## config.mk

```make
export PLATFORM = sky130hd
export DESIGN_NAME = ex_stage_flat
export DESIGN_NICKNAME = d
export VERILOG_FILES = /design/src/rtl/ex_stage_pkg.sv /design/src/rtl/ex_stage_if.sv /design/src/rtl/ex_stage_mult_pipe.sv /design/src/rtl/ex_stage.sv /design/src/flat_wrapper.sv
export SDC_FILE = /design/constraint.sdc
export NUM_CORES = 2
export LEC_CHECK = 0
export CAP_MARGIN = 10
export CORE_ASPECT_RATIO = 1.25
export CORE_MARGIN = 3
export CORE_UTILIZATION = 65
export DETAILED_ROUTE_END_ITERATION = 10
export GPL_ROUTABILITY_DRIVEN = 0
export PLACE_DENSITY = 0.83
export SLEW_MARGIN = 0
export SYNTH_ARGS = -nofsm -noshare
export SYNTH_HDL_FRONTEND = slang
export SYNTH_HIERARCHICAL = 1
export SYNTH_SLANG_ARGS = --single-unit
```

## constraint.sdc

```tcl
create_clock -name clock -period 5.2 [get_ports clock]
set_input_delay 1.04 -clock clock [delete_from_list [all_inputs] [get_ports clock]]
set_output_delay 1.04 -clock clock [all_outputs]
set_load 0.02 [all_outputs]
```

## src/rtl/ex_stage_pkg.sv

```systemverilog
// ex_stage_pkg: shared types, widths and the ALU datapath helper used by the
// execute stage, its multiplier sub-module, its port interface and the bench.
package ex_stage_pkg;

  localparam int RS_SZ           = 16;
  localparam int RS_IDX_W        = $clog2(RS_SZ);
  localparam int TAG_W           = 6;
  localparam int MULT_STAGES_DEF = 4;

  typedef logic [TAG_W-1:0]    TAG;
  typedef logic [RS_IDX_W-1:0] RS_IDX;

  typedef enum logic [3:0] {
    ALU_ADD,
    ALU_SUB,
    ALU_AND,
    ALU_OR,
    ALU_XOR,
    ALU_SLL,
    ALU_SRL,
    ALU_SRA,
    ALU_SLT,
    ALU_SLTU,
    ALU_MUL,
    ALU_MULH,
    ALU_MULHSU,
    ALU_MULHU
  } ALU_FUNC;

  // Returned to the reservation station so it can free the issuing slot.
  typedef struct packed {
    logic  remove_en;
    RS_IDX remove_idx;
  } EX_RS_PACKET;

  // A finished (or in-flight) result headed for the CDB.
  typedef struct packed {
    logic        valid;
    TAG          tag;
    RS_IDX       rs_idx;
    logic [31:0] value;
  } EX_RESULT;

  // Result payload without its valid bit, for storage that is never reset.
  typedef struct packed {
    TAG          tag;
    RS_IDX       rs_idx;
    logic [31:0] value;
  } EX_PAYLOAD;

  function automatic logic is_mult_func(ALU_FUNC f);
    return f inside {ALU_MUL, ALU_MULH, ALU_MULHSU, ALU_MULHU};
  endfunction

  // Single-cycle integer ALU; shift amount is the low five bits of b.
  function automatic logic [31:0] alu_compute(ALU_FUNC f, logic [31:0] a, logic [31:0] b);
    logic [31:0] r;
    r = '0;
    case (f)
      ALU_ADD:  r = a + b;
      ALU_SUB:  r = a - b;
      ALU_AND:  r = a & b;
      ALU_OR:   r = a | b;
      ALU_XOR:  r = a ^ b;
      ALU_SLL:  r = a << b[4:0];
      ALU_SRL:  r = a >> b[4:0];
      ALU_SRA:  r = $signed(a) >>> b[4:0];
      ALU_SLT:  r = {31'b0, $signed(a) < $signed(b)};
      ALU_SLTU: r = {31'b0, a < b};
      default:  r = '0;
    endcase
    return r;
  endfunction

endpackage

```

## src/rtl/ex_stage_if.sv

```systemverilog
// ex_stage_if: issue-side handshake plus CDB / RS-return bus of ex_stage.
// master = issue logic / consumer side, slave = ex_stage.
interface ex_stage_if;
  import ex_stage_pkg::*;

  logic        is_valid;
  logic        is_ready;
  RS_IDX       is_rs_idx;
  TAG          is_dest;
  ALU_FUNC     is_alu_func;
  logic [31:0] is_opa;
  logic [31:0] is_opb;

  TAG          cdb;
  logic        cdb_en;
  logic [31:0] cdb_value;
  EX_RS_PACKET ex_rs_packet;

  modport master (
    output is_valid, is_rs_idx, is_dest, is_alu_func, is_opa, is_opb,
    input  is_ready, cdb, cdb_en, cdb_value, ex_rs_packet
  );

  modport slave (
    input  is_valid, is_rs_idx, is_dest, is_alu_func, is_opa, is_opb,
    output is_ready, cdb, cdb_en, cdb_value, ex_rs_packet
  );

endinterface

```

## src/rtl/ex_stage_mult_pipe.sv

```systemverilog
// ex_stage_mult_pipe (the mult_pipe sub-module): fixed-latency multiplier.
// The 64-bit product is formed on entry; the remaining stages carry the
// selected 32-bit half so the result appears STAGES cycles after in_valid.
// It never stalls: the arbiter in ex_stage always gives its output the CDB.
module ex_stage_mult_pipe
  import ex_stage_pkg::*;
#(
  parameter int STAGES = MULT_STAGES_DEF
) (
  input  logic        clock,
  input  logic        reset,
  input  logic        flush,
  input  logic        in_valid,
  input  ALU_FUNC     in_func,
  input  logic [31:0] in_opa,
  input  logic [31:0] in_opb,
  input  TAG          in_tag,
  input  RS_IDX       in_idx,
  output EX_RESULT    out,
  output logic        busy
);

  logic [STAGES-1:0] vld;
  EX_PAYLOAD         pay [STAGES];

  logic        a_sgn;
  logic        b_sgn;
  logic [63:0] a64;
  logic [63:0] b64;
  logic [63:0] prod;
  logic [31:0] first_value;

  // Sign-extend per function so one 64-bit modular multiply covers all four.
  always_comb begin
    // NOTE: every always_comb output gets a default first so no path can
    // leave it unassigned and infer a latch.
    a_sgn       = 1'b0;
    b_sgn       = 1'b0;
    a_sgn       = in_func inside {ALU_MULH, ALU_MULHSU};
    b_sgn       = (in_func == ALU_MULH);
    a64         = {{32{a_sgn & in_opa[31]}}, in_opa};
    b64         = {{32{b_sgn & in_opb[31]}}, in_opb};
    prod        = a64 * b64;
    first_value = (in_func == ALU_MUL) ? prod[31:0] : prod[63:32];
  end

  // Valid shift chain: cleared by reset and by a flush.
  always_ff @(posedge clock or posedge reset) begin
    // NOTE: flops use non-blocking <= so every stage samples its neighbour's
    // pre-edge value; blocking = here would collapse the chain.
    if (reset) begin
      vld <= '0;
    end else if (flush) begin
      vld <= '0;
    end else begin
      vld <= {vld[STAGES-2:0], in_valid};
    end
  end

  // Payload shift chain travelling alongside the valids.
  always_ff @(posedge clock) begin
    // NOTE: payload storage is deliberately not reset; the valid bits alone
    // decide whether it means anything.
    pay[0] <= '{tag: in_tag, rs_idx: in_idx, value: first_value};
    for (int i = 1; i < STAGES; i++) begin
      pay[i] <= pay[i-1];
    end
  end

  assign out = '{valid:  vld[STAGES-1],
                 tag:    pay[STAGES-1].tag,
                 rs_idx: pay[STAGES-1].rs_idx,
                 value:  pay[STAGES-1].value};

  assign busy = |vld;

endmodule

```

## src/rtl/ex_stage.sv

```systemverilog
// ex_stage: execute stage with an inline single-cycle ALU feeding a one-entry
// holding buffer (alu_q), a fixed-latency multiplier (ex_stage_mult_pipe) and
// a one-broadcast-per-cycle CDB arbiter where a completing multiply wins.
// Optional feature macro: MULT_PIPELINE_EN -- when defined the multiplier
// accepts a new op every cycle; otherwise it holds one op at a time.
module ex_stage
  import ex_stage_pkg::*;
#(
  parameter int MULT_STAGES = MULT_STAGES_DEF
) (
  input logic      clock,
  input logic      reset,
  input logic      interrupt,
  ex_stage_if.slave ex_if
);

  if (MULT_STAGES < 2 || MULT_STAGES > 8) begin : g_bad_stages
    $error("ex_stage: MULT_STAGES must lie in 2..8");
  end

  logic      is_mult;
  logic      accept;
  logic      alu_accept;
  logic      mult_accept;
  logic      alu_bcast;
  logic      ready_alu;
  logic      ready_mult;
  logic      mult_busy;

  logic      alu_vld;
  EX_PAYLOAD alu_pay;
  EX_RESULT  alu_q;
  EX_RESULT  mult_out;
  EX_RESULT  bcast;

  assign is_mult     = is_mult_func(ex_if.is_alu_func);
  assign accept      = ex_if.is_valid & ex_if.is_ready;
  assign alu_accept  = accept & ~is_mult;
  assign mult_accept = accept & is_mult;

  assign alu_q = '{valid:  alu_vld,
                   tag:    alu_pay.tag,
                   rs_idx: alu_pay.rs_idx,
                   value:  alu_pay.value};

  ex_stage_mult_pipe #(
    .STAGES (MULT_STAGES)
  ) u_mult_pipe (
    .clock    (clock),
    .reset    (reset),
    .flush    (interrupt),
    .in_valid (mult_accept),
    .in_func  (ex_if.is_alu_func),
    .in_opa   (ex_if.is_opa),
    .in_opb   (ex_if.is_opb),
    .in_tag   (ex_if.is_dest),
    .in_idx   (ex_if.is_rs_idx),
    .out      (mult_out),
    .busy     (mult_busy)
  );

  // CDB arbitration: multiply output first, then alu_q; nothing while flushing.
  always_comb begin
    bcast     = '0;
    alu_bcast = 1'b0;
    if (!interrupt) begin
      if (mult_out.valid) begin
        bcast = mult_out;
      end else if (alu_q.valid) begin
        bcast     = alu_q;
        alu_bcast = 1'b1;
      end
    end
  end

  // Issue readiness per class; independent of is_valid.
  always_comb begin
    ready_alu = ~alu_vld | alu_bcast;
`ifdef MULT_PIPELINE_EN
    ready_mult = 1'b1;
`else
    // A single op in flight; the slot frees in the cycle its result leaves.
    ready_mult = ~mult_busy | mult_out.valid;
`endif
    ex_if.is_ready = ~interrupt & (is_mult ? ready_mult : ready_alu);
  end

  // alu_q valid bit: load on ALU accept, drop when broadcast or flushed.
  always_ff @(posedge clock or posedge reset) begin
    if (reset) begin
      alu_vld <= 1'b0;
    end else if (interrupt) begin
      alu_vld <= 1'b0;
    end else if (alu_accept) begin
      alu_vld <= 1'b1;
    end else if (alu_bcast) begin
      alu_vld <= 1'b0;
    end
  end

  // alu_q payload: captured only on accept, otherwise held for retry.
  always_ff @(posedge clock) begin
    if (alu_accept) begin
      alu_pay <= '{tag:    ex_if.is_dest,
                   rs_idx: ex_if.is_rs_idx,
                   value:  alu_compute(ex_if.is_alu_func, ex_if.is_opa, ex_if.is_opb)};
    end
  end

  assign ex_if.cdb_en       = bcast.valid;
  assign ex_if.cdb          = bcast.tag;
  assign ex_if.cdb_value    = bcast.value;
  assign ex_if.ex_rs_packet = '{remove_en: bcast.valid, remove_idx: bcast.rs_idx};

endmodule

```

## src/flat_wrapper.sv

```systemverilog
// flat-port wrapper written by rule: the top's interface ports become plain ports
module ex_stage_flat import ex_stage_pkg::*;
#(
  parameter int MULT_STAGES = MULT_STAGES_DEF
)
  (clock, reset, interrupt, ex_if_is_valid, ex_if_is_rs_idx, ex_if_is_dest, ex_if_is_alu_func, ex_if_is_opa, ex_if_is_opb, ex_if_is_ready, ex_if_cdb, ex_if_cdb_en, ex_if_cdb_value, ex_if_ex_rs_packet);
  ex_stage_if ex_if_i ();
  input logic clock;
  input logic reset;
  input logic interrupt;
  input wire logic [$bits(ex_if_i.is_valid)-1:0] ex_if_is_valid;
  input wire logic [$bits(ex_if_i.is_rs_idx)-1:0] ex_if_is_rs_idx;
  input wire logic [$bits(ex_if_i.is_dest)-1:0] ex_if_is_dest;
  input wire logic [$bits(ex_if_i.is_alu_func)-1:0] ex_if_is_alu_func;
  input wire logic [$bits(ex_if_i.is_opa)-1:0] ex_if_is_opa;
  input wire logic [$bits(ex_if_i.is_opb)-1:0] ex_if_is_opb;
  output wire logic [$bits(ex_if_i.is_ready)-1:0] ex_if_is_ready;
  output wire logic [$bits(ex_if_i.cdb)-1:0] ex_if_cdb;
  output wire logic [$bits(ex_if_i.cdb_en)-1:0] ex_if_cdb_en;
  output wire logic [$bits(ex_if_i.cdb_value)-1:0] ex_if_cdb_value;
  output wire logic [$bits(ex_if_i.ex_rs_packet)-1:0] ex_if_ex_rs_packet;
  assign ex_if_i.is_valid = ex_if_is_valid;
  assign ex_if_i.is_rs_idx = ex_if_is_rs_idx;
  assign ex_if_i.is_dest = ex_if_is_dest;
  assign ex_if_i.is_alu_func = ex_if_is_alu_func;
  assign ex_if_i.is_opa = ex_if_is_opa;
  assign ex_if_i.is_opb = ex_if_is_opb;
  assign ex_if_is_ready = ex_if_i.is_ready;
  assign ex_if_cdb = ex_if_i.cdb;
  assign ex_if_cdb_en = ex_if_i.cdb_en;
  assign ex_if_cdb_value = ex_if_i.cdb_value;
  assign ex_if_ex_rs_packet = ex_if_i.ex_rs_packet;
  ex_stage #(.MULT_STAGES(MULT_STAGES)) u_core (.clock(clock), .reset(reset), .interrupt(interrupt), .ex_if(ex_if_i));
endmodule
```

==> metrics.txt, run 1 <==
run status stopped before the end; failing step global routing (5_1_grt); Stop Error [ERROR GRT-0232] Routing congestion too high. Check the congestion heatmap in the GUI.; primary flip-flop cell chosen by synthesis mapping sky130_fd_sc_hd__dfxtp_1; leading post-synthesis cells by cell area sky130_fd_sc_hd__fa_1, sky130_fd_sc_hd__inv_1, sky130_fd_sc_hd__ha_1; cts bufs inserted 20; Cell variety after synth 109; total gr overflow 7; post-detail-place hpwl 138000 microns; I/O Buffers 126; kind of the worst endpoint register input; flip-flop and latch count after synthesis 215; clock buffer depth 3; Post-synth ARST share 2.33%; standard-cell row count 115; Cell Count Post-Placement 7380; post-synth design cell area 51900 sq um; total global routing track utilization 64.9%; number of instances in the synthesized netlist 5894; number of clock sinks seen by CTS 215; net count after synthesis 7414; library cell occupying the most area in the post-synthesis netlist sky130_fd_sc_hd__fa_1; last worst endpoint in the global-route repair_timing u_core/u_mult_pipe/pay[0][29]$_DFF_P_/D; effective utilization at floorplan 65.8%; Seq/Total Area, Yosys 9.15%; Horiz. Die Dim 259 microns; EDFF count, synth 42; vertical die dimension 322 microns; CTS root buf sky130_fd_sc_hd__clkbuf_16; post-placement setup slack -4.16 ns; synthesized area per cell 8.80 sq um; number of top-level design ports 127; yosys synthesis warning count 6; CTS HTree Levels 1; top cell type's share of synthesized area 43.5%; pin count of the biggest net entering global routing 99
-- Yosys cell counts, types with 15 or more instances --
cell                       instances
sky130_fd_sc_hd__a211o_1          15
sky130_fd_sc_hd__a211oi_1         20
sky130_fd_sc_hd__a21o_1           21
sky130_fd_sc_hd__a21oi_1         214
sky130_fd_sc_hd__a22oi_1          48
sky130_fd_sc_hd__a31oi_1          23
sky130_fd_sc_hd__and2_1          317
sky130_fd_sc_hd__buf_1            15
sky130_fd_sc_hd__buf_2            21
sky130_fd_sc_hd__clkbuf_1        285
sky130_fd_sc_hd__dfxtp_1         168
sky130_fd_sc_hd__edfxtp_1         42
sky130_fd_sc_hd__fa_1           1127
sky130_fd_sc_hd__ha_1            311
sky130_fd_sc_hd__inv_1          1265
sky130_fd_sc_hd__mux2i_1          75
sky130_fd_sc_hd__nand2_1         900
sky130_fd_sc_hd__nand2b_1         33
sky130_fd_sc_hd__nand3_1          46
sky130_fd_sc_hd__nor2_1          256
sky130_fd_sc_hd__nor2b_1          20
sky130_fd_sc_hd__nor3_1           27
sky130_fd_sc_hd__o211ai_1         41
sky130_fd_sc_hd__o21ai_0         178
sky130_fd_sc_hd__o21ai_1          25
sky130_fd_sc_hd__o21bai_1         20
sky130_fd_sc_hd__or3_1            19
sky130_fd_sc_hd__xnor2_1          72
sky130_fd_sc_hd__xor2_1           27
-- stage by stage --
stage                     cell area, sq um  TNS [ns]
after global placement               59300   -111.19
after detailed placement             59300   -118.16
after CTS                            63000    -85.01
after floorplan                      52900    -81.01
-- timing repair --
item | in CTS
pin swaps | 262
gates resized for setup | 479
hold buffers | 0
buffers inserted | 134
gates cloned | 18
setup endpoints to repair | 32
-- per-layer routing --
layer,GRT overflow,GRT usage (%)
met1,0,62.7
met2,1,81.5
met3,0,51.7
met4,6,62.9
met5,0,33.2
-- cell families after synthesis --
family | Yosys count | share of synthesized area, %
and+or+nand+nor | 1688 | 14.8
buffers and inverters | 1609 | 11.9
adders and majority gates | 1438 | 51.0
AOI/OAI and AO/OA | 749 | 9.39
DFF | 215 | 9.15
xor gates and xnor gates | 99 | 1.67
muxes | 96 | 2.14
==> inputs of run 2 (changes only) <==
--- a/config.mk
+++ b/config.mk
@@ -6,12 +6,11 @@
 export NUM_CORES = 2
 export LEC_CHECK = 0
 export CAP_MARGIN = 10
-export CORE_ASPECT_RATIO = 1.25
 export CORE_MARGIN = 3
-export CORE_UTILIZATION = 65
+export CORE_UTILIZATION = 40
 export DETAILED_ROUTE_END_ITERATION = 10
 export GPL_ROUTABILITY_DRIVEN = 0
-export PLACE_DENSITY = 0.83
+export PLACE_DENSITY_LB_ADDON = 0.15
 export SLEW_MARGIN = 0
 export SYNTH_ARGS = -nofsm -noshare
 export SYNTH_HDL_FRONTEND = slang
==> metrics.txt, run 2 <==
unrepaired setup endpoints after global routing true; CTS root buf sky130_fd_sc_hd__clkbuf_16; pin count of the biggest net entering global routing 88; endpoints failing setup 32; First DRT Iteration DRCs 3163; run status complete, but fails checks; data arrival time of the worst path 8.58 ns; total gr overflow 0; yosys synthesis warning count 6; clock buffer depth 3; worst skew pair latency 0.56 ns; path class of the lowest-slack min-delay path register to register; Post-synth ARST share 2.33%; final number of hold-violating endpoints 0; Std-Cell Core Area 128000 sq um; startpoint type of the worst setup path primary input; fill cell count 12300; I/O Buffers 126; Horiz. Die Dim 366 microns; library cell occupying the most area in the post-synthesis netlist sky130_fd_sc_hd__fa_1; mean number of vias per cell 5.19; flip-flop count of the largest register, all copies and words added 168; required time at the worst-slack endpoint 5.63 ns; Reg with most FFs u_core/u_mult_pipe/pay; synthesized area per cell 8.80 sq um; ratio of cells with drive above 1 in the final layout 18.2%; post-detail-place hpwl 154000 microns; CP Class primary input to register; Regs by FF count u_core/u_mult_pipe/pay: 168 flops, u_core/alu_pay: 42 flops, u_core/u_mult_pipe/vld: 4 flops; worst hold-check slack 0.323 ns; area growth from synthesis to layout 21.1%; number of clock sinks seen by CTS 215; flip-flop and latch count after synthesis 215; crit path buf inv count 6; most numerous cell types in the synthesized netlist sky130_fd_sc_hd__inv_1, sky130_fd_sc_hd__fa_1, sky130_fd_sc_hd__nand2_1, sky130_fd_sc_hd__and2_1, sky130_fd_sc_hd__ha_1; post-synth design cell area 51900 sq um; Seq/Total Area, Yosys 9.15%; routed wire length 183000 microns; multi-input combinational cell area 42300 sq um; net count after synthesis 7414; number of routed nets with antenna violations 0; Period Utilization, post-route 157%; Crit path largest cell delay 0.55 ns; cts bufs inserted 24; number of instances in the synthesized netlist 5894; total global routing track utilization 27.0%; Max transition margin 15.8%; crit-path leading delay family adder cells; clock tree from TritonCTS done; final slew viol count 0; number of global-route vias before repair 44500; Layout Skew 0.0221 ns; minimum clock period 8.15 ns; vertical die dimension 366 microns; Max Cap Violations 0; final layout net count 7962; top cell type's share of synthesized area 43.5%; number of top-level design ports 127; EDFF count, synth 42; standard-cell row count 131; number of iterations in the first detailed-routing pass 7; leading post-synthesis cells by cell area sky130_fd_sc_hd__fa_1, sky130_fd_sc_hd__inv_1, sky130_fd_sc_hd__ha_1; CTS HTree Levels 1; primary flip-flop cell chosen by synthesis mapping sky130_fd_sc_hd__dfxtp_1; via count of the routed design 42500; effective utilization at floorplan 40.5%; DRC violation count after routing 0; most frequent cell after synthesis sky130_fd_sc_hd__inv_1; average wire per cell in the routed design 22.4 microns; fmax 123 MHz; total die area 134000 sq um; transition time of the tightest slew-check pin 1.26 ns; Crit Path Max Fanout 4; failing checks negative setup slack; Cell variety after synth 109; type of destination of the critical path register; wire length of the first global-routing pass 277000 microns; CP max stage cell sky130_fd_sc_hd__fa_2; clock slew at reported path FFs 0.06 ns; final worst-path setup slack -2.95 ns; combined flip-flop and latch cell area 4750 sq um; leading cell types in the layout, fill and taps excluded sky130_fd_sc_hd__inv_1, sky130_fd_sc_hd__fa_1, sky130_fd_sc_hd__nand2_1; most frequent standard cell in the layout excluding fill and tap cells sky130_fd_sc_hd__inv_1; utilization of the core after routing 49.0%; initial antenna violation count 16
run 2: worst paths after layout:
check                                              from                       endpoint  slack [ns]  depth (start not counted)
min reg2reg                u_core/u_mult_pipe/pay[0][0]   u_core/u_mult_pipe/pay[1][0]        0.32                          0
min                        u_core/u_mult_pipe/pay[0][0]   u_core/u_mult_pipe/pay[1][0]        0.32                          0
min in group asynchronous                         reset                 u_core/alu_vld        0.68                          2
max                                ex_if_is_alu_func[2]  u_core/u_mult_pipe/pay[0][29]       -2.95                         28
max in group asynchronous                         reset      u_core/u_mult_pipe/vld[3]        4.30                          2
max reg2reg                   u_core/u_mult_pipe/vld[3]             u_core/alu_pay[27]        2.20                          6
run 2: final cells by class:
class                      instances  area share [%]
clock buffer                      35            1.17
tap                             1729            3.44
sequential                       215            7.56
antenna                            8          0.0319
clock inverter                     7           0.110
multi-input combinational       4070            67.4
timing repair buffer             859            12.7
inverter                        1272            7.62
run 2: kinds of logic (layout without fill, tap and decap cells):
group	count (synthesis)	in the layout	synth area share [%]
xor gates and xnor gates	99	99	1.67
and+or+nand+nor	1688	1688	14.8
buffers and inverters	1609	2173	11.9
adders and majority gates	1438	1438	51.0
AOI/OAI and AO/OA	749	749	9.39
DFF	215	215	9.15
muxes	96	96	2.14
other	0	8	0
run 2: metrics by stage:
step	setup TNS [ns]	setup slack [ns]	std cells	instance area [sq um]
2_1_floorplan	-81.01	-3.59	5894	52900
3_3_place_gp	-120.91	-4.08	8117	60400
3_5_place_dp	-122.46	-4.14	8117	60400
4_1_cts	-81.08	-2.94	8179	62000
5_1_grt	-87.89	-3.24	8187	62800
6_report	-80.83	-2.95	8195	62800
run 2: what timing repair did:
action	4_1_cts	5_1_grt
buffers inserted	17	11
setup endpoints to repair	32	33
resized for setup	172	166
cloned	3	3
hold buffers	0	0
pin swaps	63	42
run 2: metal layers:
metal	vias up	GRT usage, %	wire [microns]
li1	19000	-	-
met1	21800	38.6	81800
met2	1475	43.4	83100
met3	263	3.32	12100
met4	4	7.17	6260
met5	-	0	23
Power of run 2 is not shown: default switching activity piles up to over one toggle a cycle in this logic, so the estimate is an artifact.
